### src/rtl/pipe_pkg.sv
// pipe_pkg: shared forwarding-select encodings and helpers for the pipeline hazard logic
//   FWD_RF / FWD_WB / FWD_MEM : ALU operand source selects
//   REG_ZERO                  : hard-wired zero register number
//   fwd_pick                  : priority encode MEM/WB hits into a select
package pipe_pkg;

    typedef logic [1:0] fwd_sel_t;

    localparam fwd_sel_t FWD_RF  = 2'b00;
    localparam fwd_sel_t FWD_WB  = 2'b01;
    localparam fwd_sel_t FWD_MEM = 2'b10;
    localparam int       REG_ZERO = 0;

    // MEM holds the younger write, so it wins over WB
    function automatic fwd_sel_t fwd_pick(input logic mem_hit, input logic wb_hit);
        return mem_hit ? FWD_MEM : wb_hit ? FWD_WB : FWD_RF;
    endfunction

endpackage

### src/rtl/dest_stage_reg.sv
// dest_stage_reg: one pipeline stage copy with async active-low reset and sync clear
//   clk   : rising-edge clock
//   rst_n : asynchronous active-low reset, clears q
//   clr   : synchronous clear, loads zero instead of d
//   d     : next stage contents
//   q     : held stage contents
module dest_stage_reg #(
    parameter int W = 6
) (
    input  logic         clk,
    input  logic         rst_n,
    input  logic         clr,
    input  logic [W-1:0] d,
    output logic [W-1:0] q
);

    always_ff @(posedge clk or negedge rst_n)
        if (!rst_n) q <= '0;
        else        q <= clr ? '0 : d;

endmodule

### src/rtl/dest_reg_tracker.sv
// dest_reg_tracker: carries the RegDst destination through MEM/WB and derives forwarding and load-use stall
//   ex_dest, ex_reg_write, ex_mem_read, ex_flush : instruction leaving EX
//   ex_rs, ex_rt                                  : EX source registers (forwarding compare)
//   id_rs, id_rt, id_uses_rt                      : ID source registers (load-use compare)
//   mem_dest/mem_reg_write, wb_dest/wb_reg_write  : stage copies, wb_* feeds the register-file write port
//   fwd_a, fwd_b                                  : operand A/B source selects
//   stall                                         : load-use hazard request
// Build option: DEST_TRACK_LOAD_USE_EN enables the load-use stall; otherwise stall is 0 and
// mem_read is not stored (software NOP scheduling after loads).
module dest_reg_tracker
    import pipe_pkg::*;
#(
    parameter int REG_ADDR_W = 5
) (
    input  logic                  clk,
    input  logic                  rst_n,
    input  logic [REG_ADDR_W-1:0] ex_dest,
    input  logic                  ex_reg_write,
    input  logic                  ex_mem_read,
    input  logic                  ex_flush,
    input  logic [REG_ADDR_W-1:0] ex_rs,
    input  logic [REG_ADDR_W-1:0] ex_rt,
    input  logic [REG_ADDR_W-1:0] id_rs,
    input  logic [REG_ADDR_W-1:0] id_rt,
    input  logic                  id_uses_rt,
    output logic [REG_ADDR_W-1:0] mem_dest,
    output logic [REG_ADDR_W-1:0] wb_dest,
    output logic                  mem_reg_write,
    output logic                  wb_reg_write,
    output fwd_sel_t              fwd_a,
    output fwd_sel_t              fwd_b,
    output logic                  stall
);

    localparam logic [REG_ADDR_W-1:0] ZERO = REG_ADDR_W'(REG_ZERO);

    logic [REG_ADDR_W:0] wb_q;
    logic                unused_ok;

`ifdef DEST_TRACK_LOAD_USE_EN
    logic [REG_ADDR_W+1:0] mem_q;
    logic                  mem_read;

    dest_stage_reg #(.W(REG_ADDR_W + 2)) u_mem (
        .clk   (clk),
        .rst_n (rst_n),
        .clr   (ex_flush),
        .d     ({ex_dest, ex_reg_write, ex_mem_read}),
        .q     (mem_q)
    );

    assign {mem_dest, mem_reg_write, mem_read} = mem_q;
    // the stored load flag is kept for the stage record but nothing downstream consumes it yet
    assign unused_ok = mem_read;
    // stall is held low during reset and for a squashed instruction
    assign stall = rst_n && !ex_flush && ex_mem_read && ex_reg_write && ex_dest != ZERO &&
                   (ex_dest == id_rs || (id_uses_rt && ex_dest == id_rt));
`else
    logic [REG_ADDR_W:0] mem_q;

    dest_stage_reg #(.W(REG_ADDR_W + 1)) u_mem (
        .clk   (clk),
        .rst_n (rst_n),
        .clr   (ex_flush),
        .d     ({ex_dest, ex_reg_write}),
        .q     (mem_q)
    );

    assign {mem_dest, mem_reg_write} = mem_q;
    assign unused_ok = ^{ex_mem_read, id_rs, id_rt, id_uses_rt};
    assign stall = 1'b0;
`endif

    // WB never freezes: stall only holds the upstream stages
    dest_stage_reg #(.W(REG_ADDR_W + 1)) u_wb (
        .clk   (clk),
        .rst_n (rst_n),
        .clr   (1'b0),
        .d     ({mem_dest, mem_reg_write}),
        .q     (wb_q)
    );

    assign {wb_dest, wb_reg_write} = wb_q;

    logic mem_live, wb_live;

    always_comb begin
        mem_live = mem_reg_write && mem_dest != ZERO;
        wb_live  = wb_reg_write && wb_dest != ZERO;
        fwd_a    = fwd_pick(mem_live && mem_dest == ex_rs, wb_live && wb_dest == ex_rs);
        fwd_b    = fwd_pick(mem_live && mem_dest == ex_rt, wb_live && wb_dest == ex_rt);
    end

endmodule

### config.mk
export PLATFORM = sky130hd
export DESIGN_NAME = dest_reg_tracker
export DESIGN_NICKNAME = d
export VERILOG_FILES = /design/src/rtl/pipe_pkg.sv /design/src/rtl/dest_stage_reg.sv /design/src/rtl/dest_reg_tracker.sv
export SDC_FILE = /design/constraint.sdc
export NUM_CORES = 1
export LEC_CHECK = 0
export BUFFER_PORTS_ARGS = -buffer_cell sky130_fd_sc_hd__clkbuf_2
export CORE_MARGIN = 10
export CORE_UTILIZATION = 38
export DETAILED_ROUTE_END_ITERATION = 12
export GPL_TIMING_DRIVEN = 1
export PLACE_DENSITY_LB_ADDON = 0.08
export SLEW_MARGIN = 20
export SYNTH_ARGS = -nofsm -noshare
export SYNTH_HDL_FRONTEND = slang
export SYNTH_SLANG_ARGS = --single-unit
### constraint.sdc
create_clock -name clk -period 2 [get_ports clk]
set_clock_uncertainty 0.2 [all_clocks]
set_input_delay 0.3 -clock clk [delete_from_list [all_inputs] [get_ports clk]]
set_output_delay 0.3 -clock clk [all_outputs]
set_load 0.02 [all_outputs]
==> out/results.txt, run 1 <==
Gr ovfl total: 0
Final TNS setup: -1100 ps
Clock root buffer: clkbuf_4
Routed vias: 550
F_max: 0.421 GHz
DP Wirelength: 1.44 mm
Post-Synthesis Cells: 54
Boundary pin count: 48
Die area: 3640 sq um
Status: finished, violations left
Initial core utilization: 0.406
Cell Area, Synth: 619 sq um
Gr usage total: 0.0913
Min cycle time layout: 2380 ps
CTS tree: yes
Power per cell area: 611 nW/um^2
Vias per cell: 4.78
# Post-CTS Setup Buffers: 0
Final Cycle Share: 1.19
DR DRC count: 0
Vias in the first global route: 594
Clock Path Buffers: 2
Final Instance Count excl. Fillers: 115
Hold path start: ex_dest[3]
H-tree depth: 1
Worst Setup SP: u_mem.q[2]
Clk_lat worst skew: 270 ps
R2r startpoint: u_mem.q[3]
Arr. time, crit path: 1880 ps
Netlist cell types: 14
Crit end category: output port
Ant. Diodes: 0
Port buffer count: 34
CP startpoint kind: flip-flop
Core box area: 1520 sq um
Finish-stage setup viols: 4
Final Hold Fails: 0
Post-route ant nets: 0
R2R depth: 1
Initial antenna violation count: 0
# placed instances: 110
First-pass GRT wire length: 2.55 mm
Rows: 14
Min-Delay Path Class: in2reg
Area growth syn-to-layout: 57.8%
First drt pass iteration count: 3
Die Y: 60.4 microns
Clk slew on worst S/H paths: 70 ps
Synthesized net count: 85
Die W: 60.4 microns
Routed length per placed instance: 13.9 microns
Layout cells sized above 1: 0.535
Final Total Pwr: 0.597 mW
1st-iter DRT viols: 3
Required time worst endpoint: 1500 ps
Register area share after synthesis: 0.485
Unrepaired setup endpoints after global routing: yes
Last element of the critical path: fwd_b[0]
Max cap viols: 0
Gpl congestion: 0.833
Avg Cell Area, Syn: 11.5 sq um
Final Util: 0.641
Largest net degree at the start of global routing: 13
Final nets: 131
Failing checks: negative setup slack
Max Slew Vio Count: 0
Pleak: 0.456 nW
Post-Route WL: 1.60 mm
Crit Path Class: reg2out
Synth Register Bits: 12
Yosys warnings: 0
Worst-path maximum fanout: 2
Reg2Reg Setup Slack: 1140 ps
Setup ws final: -377 ps
Worst r2r dst: u_wb.q[3]
Sinks on Clock Net: 12
Peak supply drop: 0.395 mV
CTS Buf Count: 3
[synthesized netlist by cell type (all sizes together)]
cell / instances / area share
nand2: 2 / 0.012
xnor2: 16 / 0.23
nor2: 1 / 0.0061
nand4: 2 / 0.020
buf: 1 / 0.012
or4: 2 / 0.024
nor4: 4 / 0.061
conb: 1 / 0.0061
o21ai: 1 / 0.014
xor2: 4 / 0.057
nor2b: 6 / 0.061
nand3: 2 / 0.016
dfrtp: 12 / 0.48
[power breakdown]
group	switching [mW]	internal [mW]	total, mW
Clock	0.0764	0.111	0.187
Combinational	0.0747	0.0669	0.142
Sequential	0.0131	0.255	0.268
[cell usage in the layout, fill, tap and decap left out, drive strengths merged]
cell type,synthesis,routed
clkbuf,0,36
xnor2,16,16
dfrtp,12,12
buf,1,9
nor2b,6,6
xor2,4,4
nor4,4,4
nand3,2,2
nand2,2,2
nand4,2,2
or4,2,2
o21ai,1,1
nor2,1,1
conb,1,1
dlygate4sd3,0,1
[stage by stage]
step	worst slack [ps]	instance area, sq um	hold slack, ps
6_report	-377	977	40.5
5_1_grt	-443	977	36.8
4_1_cts	-401	973	36.5
3_5_place_dp	-115	887	-6.02
3_3_place_gp	-84.5	887	-11.1
2_1_floorplan	-142	652	-196
[flip-flops by register name (all words and copies together) (netlist names)]
| signal | flops |
|---|---|
| u_mem.q | 6 |
| u_wb.q | 6 |
[critical path, stage by stage (launching register included)]
cell      delay [ps]
dfrtp_2          400
or4_4            540
o21ai_4          180
nor4_2            90
nor4_4           210
clkbuf_8         190
[kinds of logic after synthesis]
family                 after synthesis  share of synthesized area
XOR/XNOR                            20                      0.283
other                                1                    0.00605
AND/OR/NAND/NOR                     19                      0.200
AO/OA/AOI/OAI                        1                     0.0141
flip-flops                          12                      0.485
buffers and inverters                1                     0.0121
[cell type report]
type                       instances  area [sq um]
clock buffer                       4          36.3
fill                             132           547
multi-input combinational         41           362
sequential                        12           303
tap                               16          20.0
timing repair buffer              42           256
[worst min path at each step]
stage	cells past startpoint	slack (ps)	end
final	2	40	u_mem.q[4]
after global placement	1	-10	u_mem.q[4]
after detailed placement	1	-6	u_mem.q[4]
after floorplan	0	-200	u_mem.q[0]
after CTS	2	40	u_mem.q[4]
after global routing	2	40	u_mem.q[4]
[metal layers]
layer	vias to the layer above	wire, microns	GRT usage
met4	0	25	0.0481
met3	2	167	0.0271
met2	23	844	0.163
li1	271	-	-
met5	-	0	0
met1	254	565	0.0933
[timing repair]
item,CTS,global route
gates resized for setup,8,3
hold buffers,1,0
pin swaps,0,0
endpoints found under the hold margin,12,0
endpoints found under the setup margin,4,4
Power figures use the tool's default switching activity.
==> inputs of run 2 (changes only) <==
--- a/config.mk
+++ b/config.mk
@@ -5,7 +5,7 @@
 export SDC_FILE = /design/constraint.sdc
 export NUM_CORES = 1
 export LEC_CHECK = 0
-export BUFFER_PORTS_ARGS = -buffer_cell sky130_fd_sc_hd__clkbuf_2
+export BUFFER_PORTS_ARGS = -buffer_cell sky130_fd_sc_hd__buf_4
 export CORE_MARGIN = 10
 export CORE_UTILIZATION = 38
 export DETAILED_ROUTE_END_ITERATION = 12
==> out/results.txt, run 2 (synthesis gave the netlist of run 1 again) <==
Max Slew Vio Count: 0
Sinks on Clock Net: 12
First-pass GRT wire length: 2.90 mm
Min-Delay Path Class: in2reg
Post-Route WL: 1.70 mm
Final Util: 0.689
DR DRC count: 0
Port buffer count: 34
CTS Buf Count: 3
Setup ws final: -373 ps
Worst-path maximum fanout: 2
Clock Path Buffers: 2
Finish-stage setup viols: 4
Final Total Pwr: 0.614 mW
Placed inst area: 980 sq um
Ant. Diodes: 0
Max cap viols: 0
Gr usage total: 0.101
Layout Cell Area excl Fill: 1050 sq um
Clk_lat worst skew: 260 ps
Die area: 3640 sq um
Core box area: 1520 sq um
Arr. time, crit path: 1870 ps
Gr ovfl total: 0
Pleak: 0.480 nW
Vias in the first global route: 666
Failing checks: negative setup slack
Die Y: 60.4 microns
Commonest non-fill, non-tap cell in the layout: buf_4
CTS tree: yes
Clock root buffer: clkbuf_4
Most frequent cells in the layout: buf_4, xnor2_1, dfrtp_1
Largest net degree at the start of global routing: 13
Area growth syn-to-layout: 69.5%
Final nets: 132
Clk slew on worst S/H paths: 70 ps
Min cycle time layout: 2370 ps
Final Cycle Share: 1.19
Peak supply drop: 0.489 mV
Final Hold Fails: 0
Initial core utilization: 0.406
Vias per cell: 4.83
Crit end category: output port
Status: finished, violations left
Required time worst endpoint: 1500 ps
Gpl congestion: 0.835
Reg2Reg Setup Slack: 1130 ps
Unrepaired setup endpoints after global routing: yes
F_max: 0.421 GHz
H-tree depth: 1
Boundary pin count: 48
Die W: 60.4 microns
Power per cell area: 585 nW/um^2
Crit Path Class: reg2out
Routed length per placed instance: 14.6 microns
# Post-CTS Setup Buffers: 0
Post-route ant nets: 0
Initial antenna violation count: 0
Layout cells sized above 1: 0.540
1st-iter DRT viols: 2
Rows: 14
Top flop regs: u_mem.q: 6 flops, u_wb.q: 6 flops
CP startpoint kind: flip-flop
First drt pass iteration count: 2
Routed vias: 560
run 2: cell count changes in the layout (fill, tap and decap cells not counted), sizes merged:
cell,before,now
buf,9,42
clkbuf,36,4
run 2: worst max-delay path, cell delays in order (launching register included):
cell and delay, ps:
dfrtp_2 410, or4_4 540, o21ai_4 180, nor4_4 80, nor4_4 220, buf_4 180
run 2: routing by layer:
metal  track usage  routed length (microns)  vias to the layer above
met5             0                        0                        -
met4        0.0385                        0                        0
met3        0.0376                      187                        0
met2         0.190                      941                       21
met1        0.0967                      565                      266
li1              -                        -                      273
run 2: path summary, 6_finish.rpt:
path | to | depth (start not counted) | from
worst max-delay path | fwd_a[0] | 5 | u_mem.q[2]
min in group asynchronous | u_mem.q[4] | 2 | rst_n
max in group asynchronous | u_mem.q[2] | 2 | rst_n
worst min register to register | u_wb.q[0] | 0 | u_mem.q[0]
worst min-delay path | u_mem.q[3] | 2 | ex_flush
worst max register to register | u_wb.q[2] | 1 | u_mem.q[2]
run 2: cell type report:
type | count | area (sq um)
Fill cell | 133 | 474
Multi-Input combinational cell | 41 | 362
Timing Repair Buffer | 43 | 329
Sequential cell | 12 | 303
Clock buffer | 4 | 36.3
Tap cell | 16 | 20.0
run 2: through the flow:
stage                     setup TNS, ps  cells  setup WS (ps)  hold slack, ps
after floorplan                    -285     54           -142            -196
after global placement             -110    111          -57.4           -59.8
after detailed placement           -163    111          -96.9           -56.2
after CTS                         -1260    116           -380            22.8
after global routing              -1560    116           -462            27.1
final                             -1230    116           -373            23.2
run 2: repair_timing:
item / in CTS / in global routing
gates resized for setup: 4 / 0
gates cloned: 0 / 0
hold buffers: 1 / 0
endpoints found under the hold margin: 12 / 0
pin swaps: 0 / 0
endpoints found under the setup margin: 4 / 4
run 2: power by group:
part           switching, mW  internal [mW]  leakage [nW]
clock network         0.0747          0.110        0.0210
logic                 0.0762         0.0843         0.307
registers             0.0134          0.255         0.152
